File: config.mk
export PLATFORM = sky130hd
export DESIGN_NAME = pipe_latch_flat
export DESIGN_NICKNAME = d
export VERILOG_FILES = /design/src/rtl/pipe_latch_pkg.sv /design/src/rtl/pipe_latch_if.sv /design/src/rtl/pipe_sat_cnt.sv /design/src/rtl/pipe_latch.sv /design/src/flat_wrapper.sv
export SDC_FILE = /design/constraint.sdc
export NUM_CORES = 1
export LEC_CHECK = 0
export ABC_AREA = 1
export BUFFER_PORTS_ARGS = -buffer_cell sky130_fd_sc_hd__clkbuf_2
export CAP_MARGIN = 15
export CORE_MARGIN = 5
export CORE_UTILIZATION = 35
export DETAILED_ROUTE_END_ITERATION = 6
export PLACE_DENSITY = 0.54
export SYNTH_ARGS = -nofsm -noshare
export SYNTH_HDL_FRONTEND = slang
export SYNTH_SLANG_ARGS = --single-unit
File: constraint.sdc
create_clock -name clk -period 2.52 [get_ports clk]
set_input_delay 0.504 -clock clk [delete_from_list [all_inputs] [get_ports clk]]
set_output_delay 0.504 -clock clk [all_outputs]
set_load 0.01 [all_outputs]
File: src/rtl/pipe_latch_pkg.sv
// Shared pipeline definitions: stage state encoding and instruction field indices.
// Imported by the pipeline latch RTL and its bench.
package pipe_latch_pkg;

   typedef enum logic [1:0] {
      EMPTY = 2'd0,
      ONE   = 2'd1,
      FULL  = 2'd2
   } pl_state_t;

   localparam int F_RD1     = 0;
   localparam int F_RD2     = 1;
   localparam int F_RS      = 2;
   localparam int F_RT      = 3;
   localparam int F_RD      = 4;
   localparam int F_SIGNIMM = 5;

   function automatic int field_lsb(input int idx, input int width);
      return idx * width;
   endfunction

endpackage

File: src/rtl/pipe_latch_if.sv
// Valid/ready stage link carrying NFIELDS packed fields.
// Master drives valid and data, slave drives ready.
interface pipe_latch_if #(
   parameter int WIDTH   = 32,
   parameter int NFIELDS = 6
);
   logic                       valid;
   logic                       ready;
   logic [NFIELDS*WIDTH-1:0]   data;

   modport master (output valid, output data, input ready);
   modport slave  (input valid, input data, output ready);
endinterface

File: src/rtl/pipe_sat_cnt.sv
// Saturating accumulator: adds a small increment when enabled, sticks at all-ones.
// Latency: result visible the cycle after en.
// Backpressure: none, accepts an increment every cycle.
module pipe_sat_cnt #(
   parameter int CNT_W = 16,
   parameter int INC_W = 2
) (
   input  logic             clk,
   input  logic             clr_n,
   input  logic             en,
   input  logic [INC_W-1:0] inc,
   output logic [CNT_W-1:0] cnt
);

   logic [CNT_W:0] sum;

   assign sum = {1'b0, cnt} + (CNT_W+1)'(inc);

   always_ff @(posedge clk or negedge clr_n) begin
      if (!clr_n) begin
         cnt <= '0;
      end else if (en) begin
         cnt <= sum[CNT_W] ? '1 : sum[CNT_W-1:0];
      end
   end

endmodule

File: src/rtl/pipe_latch.sv
// Two-entry pipeline stage register (MAIN + SKID) with flush and discard counter.
// Latency: 1 cycle in to out; full throughput while downstream is ready.
// Backpressure: in_ready drops only when both entries are held; ready/valid are pure state decodes.
module pipe_latch
   import pipe_latch_pkg::*;
#(
   parameter int WIDTH         = 32,
   parameter int NFIELDS       = 6,
   parameter bit ZERO_ON_FLUSH = 1'b1,
   parameter int CNT_W         = 16
) (
   input  logic             clk,
   input  logic             clr_n,
   input  logic             flush,
   pipe_latch_if.slave      up,
   pipe_latch_if.master     dn,
   output logic [1:0]       occ,
   output logic [CNT_W-1:0] flush_cnt
);

   localparam int DW = NFIELDS * WIDTH;

   pl_state_t       st;
   logic [DW-1:0]   main_q;
   logic [DW-1:0]   skid_q;
   logic            xin;
   logic            xout;
   logic [1:0]      flush_inc;

   assign dn.valid = (st != EMPTY);
   assign up.ready = (st != FULL);
   assign dn.data  = main_q;
   assign occ      = st;

   assign xin  = up.valid & up.ready;
   assign xout = dn.valid & dn.ready;

   // A word leaving in the flush cycle was consumed, not discarded.
   assign flush_inc = occ - {1'b0, xout};

   always_ff @(posedge clk or negedge clr_n) begin
      if (!clr_n) begin
         st     <= EMPTY;
         main_q <= '0;
         skid_q <= '0;
      end else if (flush) begin
         st <= EMPTY;
         if (ZERO_ON_FLUSH) begin
            main_q <= '0;
            skid_q <= '0;
         end
      end else begin
         case (st)
            EMPTY: begin
               if (up.valid) begin
                  main_q <= up.data;
                  st     <= ONE;
               end
            end
            ONE: begin
               case ({xin, xout})
                  2'b11: main_q <= up.data;
                  2'b10: begin
                     skid_q <= up.data;
                     st     <= FULL;
                  end
                  2'b01: st <= EMPTY;
                  default: ;
               endcase
            end
            FULL: begin
               if (dn.ready) begin
                  main_q <= skid_q;
                  st     <= ONE;
               end
            end
            default: st <= EMPTY;
         endcase
      end
   end

   pipe_sat_cnt #(
      .CNT_W (CNT_W),
      .INC_W (2)
   ) u_flush_cnt (
      .clk   (clk),
      .clr_n (clr_n),
      .en    (flush),
      .inc   (flush_inc),
      .cnt   (flush_cnt)
   );

endmodule

File: src/flat_wrapper.sv
// flat-port wrapper written by rule: the top's interface ports become plain ports
module pipe_latch_flat import pipe_latch_pkg::*;
#(
   parameter int WIDTH         = 32,
   parameter int NFIELDS       = 6,
   parameter bit ZERO_ON_FLUSH = 1'b1,
   parameter int CNT_W         = 16
)
  (clk, clr_n, flush, occ, flush_cnt, up_valid, up_data, up_ready, dn_valid, dn_data, dn_ready);
  pipe_latch_if #(.WIDTH(WIDTH), .NFIELDS(NFIELDS)) up_i ();
  pipe_latch_if #(.WIDTH(WIDTH), .NFIELDS(NFIELDS)) dn_i ();
  input  logic clk;
  input  logic clr_n;
  input  logic flush;
  output logic [1:0] occ;
  output logic [CNT_W-1:0] flush_cnt;
  input wire logic [$bits(up_i.valid)-1:0] up_valid;
  input wire logic [$bits(up_i.data)-1:0] up_data;
  output wire logic [$bits(up_i.ready)-1:0] up_ready;
  output wire logic [$bits(dn_i.valid)-1:0] dn_valid;
  output wire logic [$bits(dn_i.data)-1:0] dn_data;
  input wire logic [$bits(dn_i.ready)-1:0] dn_ready;
  assign up_i.valid = up_valid;
  assign up_i.data = up_data;
  assign up_ready = up_i.ready;
  assign dn_valid = dn_i.valid;
  assign dn_data = dn_i.data;
  assign dn_i.ready = dn_ready;
  pipe_latch #(.WIDTH(WIDTH), .NFIELDS(NFIELDS), .ZERO_ON_FLUSH(ZERO_ON_FLUSH), .CNT_W(CNT_W)) u_core (.clk(clk), .clr_n(clr_n), .flush(flush), .up(up_i), .dn(dn_i), .occ(occ), .flush_cnt(flush_cnt));
endmodule
==> flow_summary.json <==
{
  "area_growth_pct": 24.15,
  "dieArea_sq_mm": 0.05692,
  "drc_errors": 0,
  "place_area_sq_mm": 0.02092,
  "crit_top_cell": "inv_1",
  "critical_path_arrival_ns": 2.75,
  "worst_ep_required_time_ns": 2.96,
  "rr_endpoint": "u_core.u_flush_cnt.cnt[1]",
  "switching_share_pct": 26.53,
  "track_usage_pct": 19.27,
  "clockPowerShare_pct": 44.6,
  "row_count": 83,
  "p_seq_share_pct": 42.5,
  "place_hpwl_mm": 35.61,
  "htreeDepth": 2,
  "core_sq_mm": 0.05151,
  "path_cells": "inv_2, nand2_2, nand2_1, inv_1, ha_1, inv_1, ha_1, fa_1, inv_1, nor2_1, nand2_1, nor2_2, nand3_1, buf_12, o21ai_0",
  "wl_mm": 56.21,
  "total_power_w": 0.01719,
  "cpMaxStageDelayCell": "fa_1",
  "holdPathEnd": "u_core.skid_q[15]",
  "viasPerCell": 4.976,
  "ys_seq_elements": 402,
  "postCtsResizedCells": 0,
  "antenna_found_initial": 4,
  "period_minus_slack_ns": 2.316,
  "clk_pin_slew_ns": 0.06,
  "clk_latency_ns": 0.57,
  "p_int_w": 0.01263,
  "reg2reg_slack_ns": 0.20,
  "p_per_area_mw_per_mm2": 757.0,
  "cap_violations": 0,
  "chipWidth_um": 238.6,
  "start_util_pct": 35.50,
  "numClockSinks": 402,
  "path_buf_inv": 5,
  "overflow": 0,
  "outcome": "finished, final reports clean",
  "switchingPower_w": 0.004559,
  "ant_nets": 0,
  "cts_tree": "yes",
  "final_common_cell": "nand2_1",
  "setup-tns-final_ns": 0,
  "grt_pass1_vias": 16040,
  "worst_pin_slew_ns": 0.7982,
  "reg2reg_from": "u_core.occ[1]",
  "synth_edf_count": 0,
  "post_cts_buffers": 0,
  "slowest_delay_ns": 0.43,
  "port_buffers": 408,
  "drtPass1Iterations": 5,
  "min_period_over_period_pct": 91.90,
  "holdWs_ns": 0.1871,
  "cp_max_fo": 11,
  "combPwrFrac_pct": 12.9,
  "syn_avg_cell_area_sq_um": 8.124,
  "cts_max_path_buffers": 3,
  "drive_above_1_share_pct": 20.45,
  "crit_path_start_kind": "flip-flop",
  "ys_warn_count": 0,
  "final_cell_mix": "nand2_1 (617), clkbuf_2 (407), nand3_1 (403)",
  "setup_violations": 0,
  "dr.first_iter.drc_count": 1137,
  "path_delay_family": "adder cells",
  "wl_per_cell_um": 17.04,
  "max-slew-margin-rel_pct": 46.79,
  "min-delay-start": "up_data[15]",
  "rsz0062_at_grt": "no",
  "synthFlopType": "dfrtp_1",
  "p_leak_nw": 12.16,
  "io_pins": 409,
  "die_h_um": 238.6,
  "synth-seq-area-share_pct": 55.01,
  "vdd_ir_drop_max_mv": 0.4106,
  "syn_inst": 2251,
  "cts_root_buf": "clkbuf_16",
  "post-route-util_pct": 44.08,
  "hold_violations": 0,
  "worst_clock_skew_ns": 0.01538,
  "numCtsBuffers": 48,
  "synthArstFlopShare_pct": 100.0,
  "worst_r2r_path_depth": 15,
  "slew_viol_final": 0,
  "worst_setup_path_startpoint": "u_core.occ[1]",
  "fmax_ghz": 0.4318,
  "hold_path_class": "in2reg",
  "grt_max_degree": 169,
  "nets": 2777,
  "vias": 16420,
  "hold_path_depth": 3,
  "grt_pass1_wl_mm": 90.47,
  "cts.hold.buffers_added": 1,
  "synth.net_count": 2452,
  "worstSetupEndpointType": "flip-flop",
  "stdcell_area_sq_mm": 0.02270,
  "netlist_area_sq_mm": 0.01829,
  "critPathKind": "reg2reg",
  "ys_types": 26,
  "gp_congestion": 0.7980
}
==> worst max-delay path by stage <==
| stage | end | slack (ns) | depth (start not counted) |
|---|---|---|---|
| 6_report | u_core.u_flush_cnt.cnt[1] | 0.20 | 15 |
| 4_1_cts | up_ready | 0.16 | 4 |
| 3_5_place_dp | u_core.u_flush_cnt.cnt[1] | 0.15 | 14 |
| 3_3_place_gp | u_core.u_flush_cnt.cnt[1] | 0.16 | 14 |
| 5_1_grt | u_core.u_flush_cnt.cnt[7] | 0.0005 | 15 |
| 2_1_floorplan | u_core.u_flush_cnt.cnt[14] | 0.16 | 15 |
==> worst register-to-register path: stages (launching register included) <==
cell	delay, ns
dfrtp_1	0.38
inv_2	0.10
nand2_2	0.08
nand2_1	0.06
inv_1	0.04
ha_1	0.26
inv_1	0.04
ha_1	0.21
fa_1	0.43
inv_1	0.07
nor2_1	0.05
nand2_1	0.07
nor2_2	0.04
nand3_1	0.13
buf_12	0.15
o21ai_0	0.08
==> cell type report <==
cell class,instances,area (sq um)
Fill cell,5139,28810
Antenna cell,3,7.507
Timing Repair Buffer,447,2572
Sequential cell,402,10060
Clock inverter,17,317.8
Clock buffer,73,1446
Tap cell,680,850.8
Multi-Input combinational cell,1457,6608
Inverter,220,840.8
==> routing by layer <==
layer  vias to the layer above  share of wire [%]  global-route usage, %
met5                         -              0.036                      0
met4                         2                2.7                  6.000
met3                        87                5.7                  3.692
met2                       446                 48                  30.93
met1                      7952                 44                  26.64
li1                       7930                  -                      -
==> Yosys cell counts (all sizes together), types with 3 or more instances <==
cell type / instances / area share, %
nand4: 7 / 0.24
buf: 117 / 3.3
ha: 3 / 0.21
inv: 220 / 4.5
nand2: 619 / 13
dfrtp: 402 / 55
o21ai: 392 / 11
nor2: 20 / 0.48
xor2: 5 / 0.24
nand3: 403 / 11
clkbuf: 55 / 1.1
==> cells by family (layout without fill, tap and decap cells) <==
family          count (synthesis)  count (layout)  share of synthesized area (%)
compound gates                395             395                          10.85
xor+xnor                        6               6                         0.2874
fa+ha+maj                       4               4                         0.3148
buf+inv                       392             757                          8.963
flops                         402             402                          55.01
other cells                     0               3                              0
simple gates                 1052            1052                          24.58
==> stage by stage <==
| stage | worst slack, ns | instances |
|---|---|---|
| finish | 0.2041 | 3299 |
| global route | 0.0004863 | 3298 |
| CTS | 0.1555 | 3296 |
| detailed placement | 0.1466 | 3205 |
| global placement | 0.1622 | 3205 |
| floorplan | 0.1609 | 2251 |
==> state kept, by name, summed over array words and instances (netlist names) <==
name / flops
u_core.skid_q: 192
u_core.occ: 2
u_core.u_flush_cnt.cnt: 16
u_core.dn.data: 192
==> power groups by stage <==
stage | clock network [W] | registers [W] | logic, W
finish | 0.00767 | 0.00731 | 0.00221
global route | 0.00814 | 0.00736 | 0.00253
CTS | 0.00788 | 0.00732 | 0.00225
detailed placement | 0 | 0.00742 | 0.00224
global placement | 0 | 0.00741 | 0.00220
floorplan | 0 | 0.00745 | 0.00112
(Power assumes the default switching activity.)
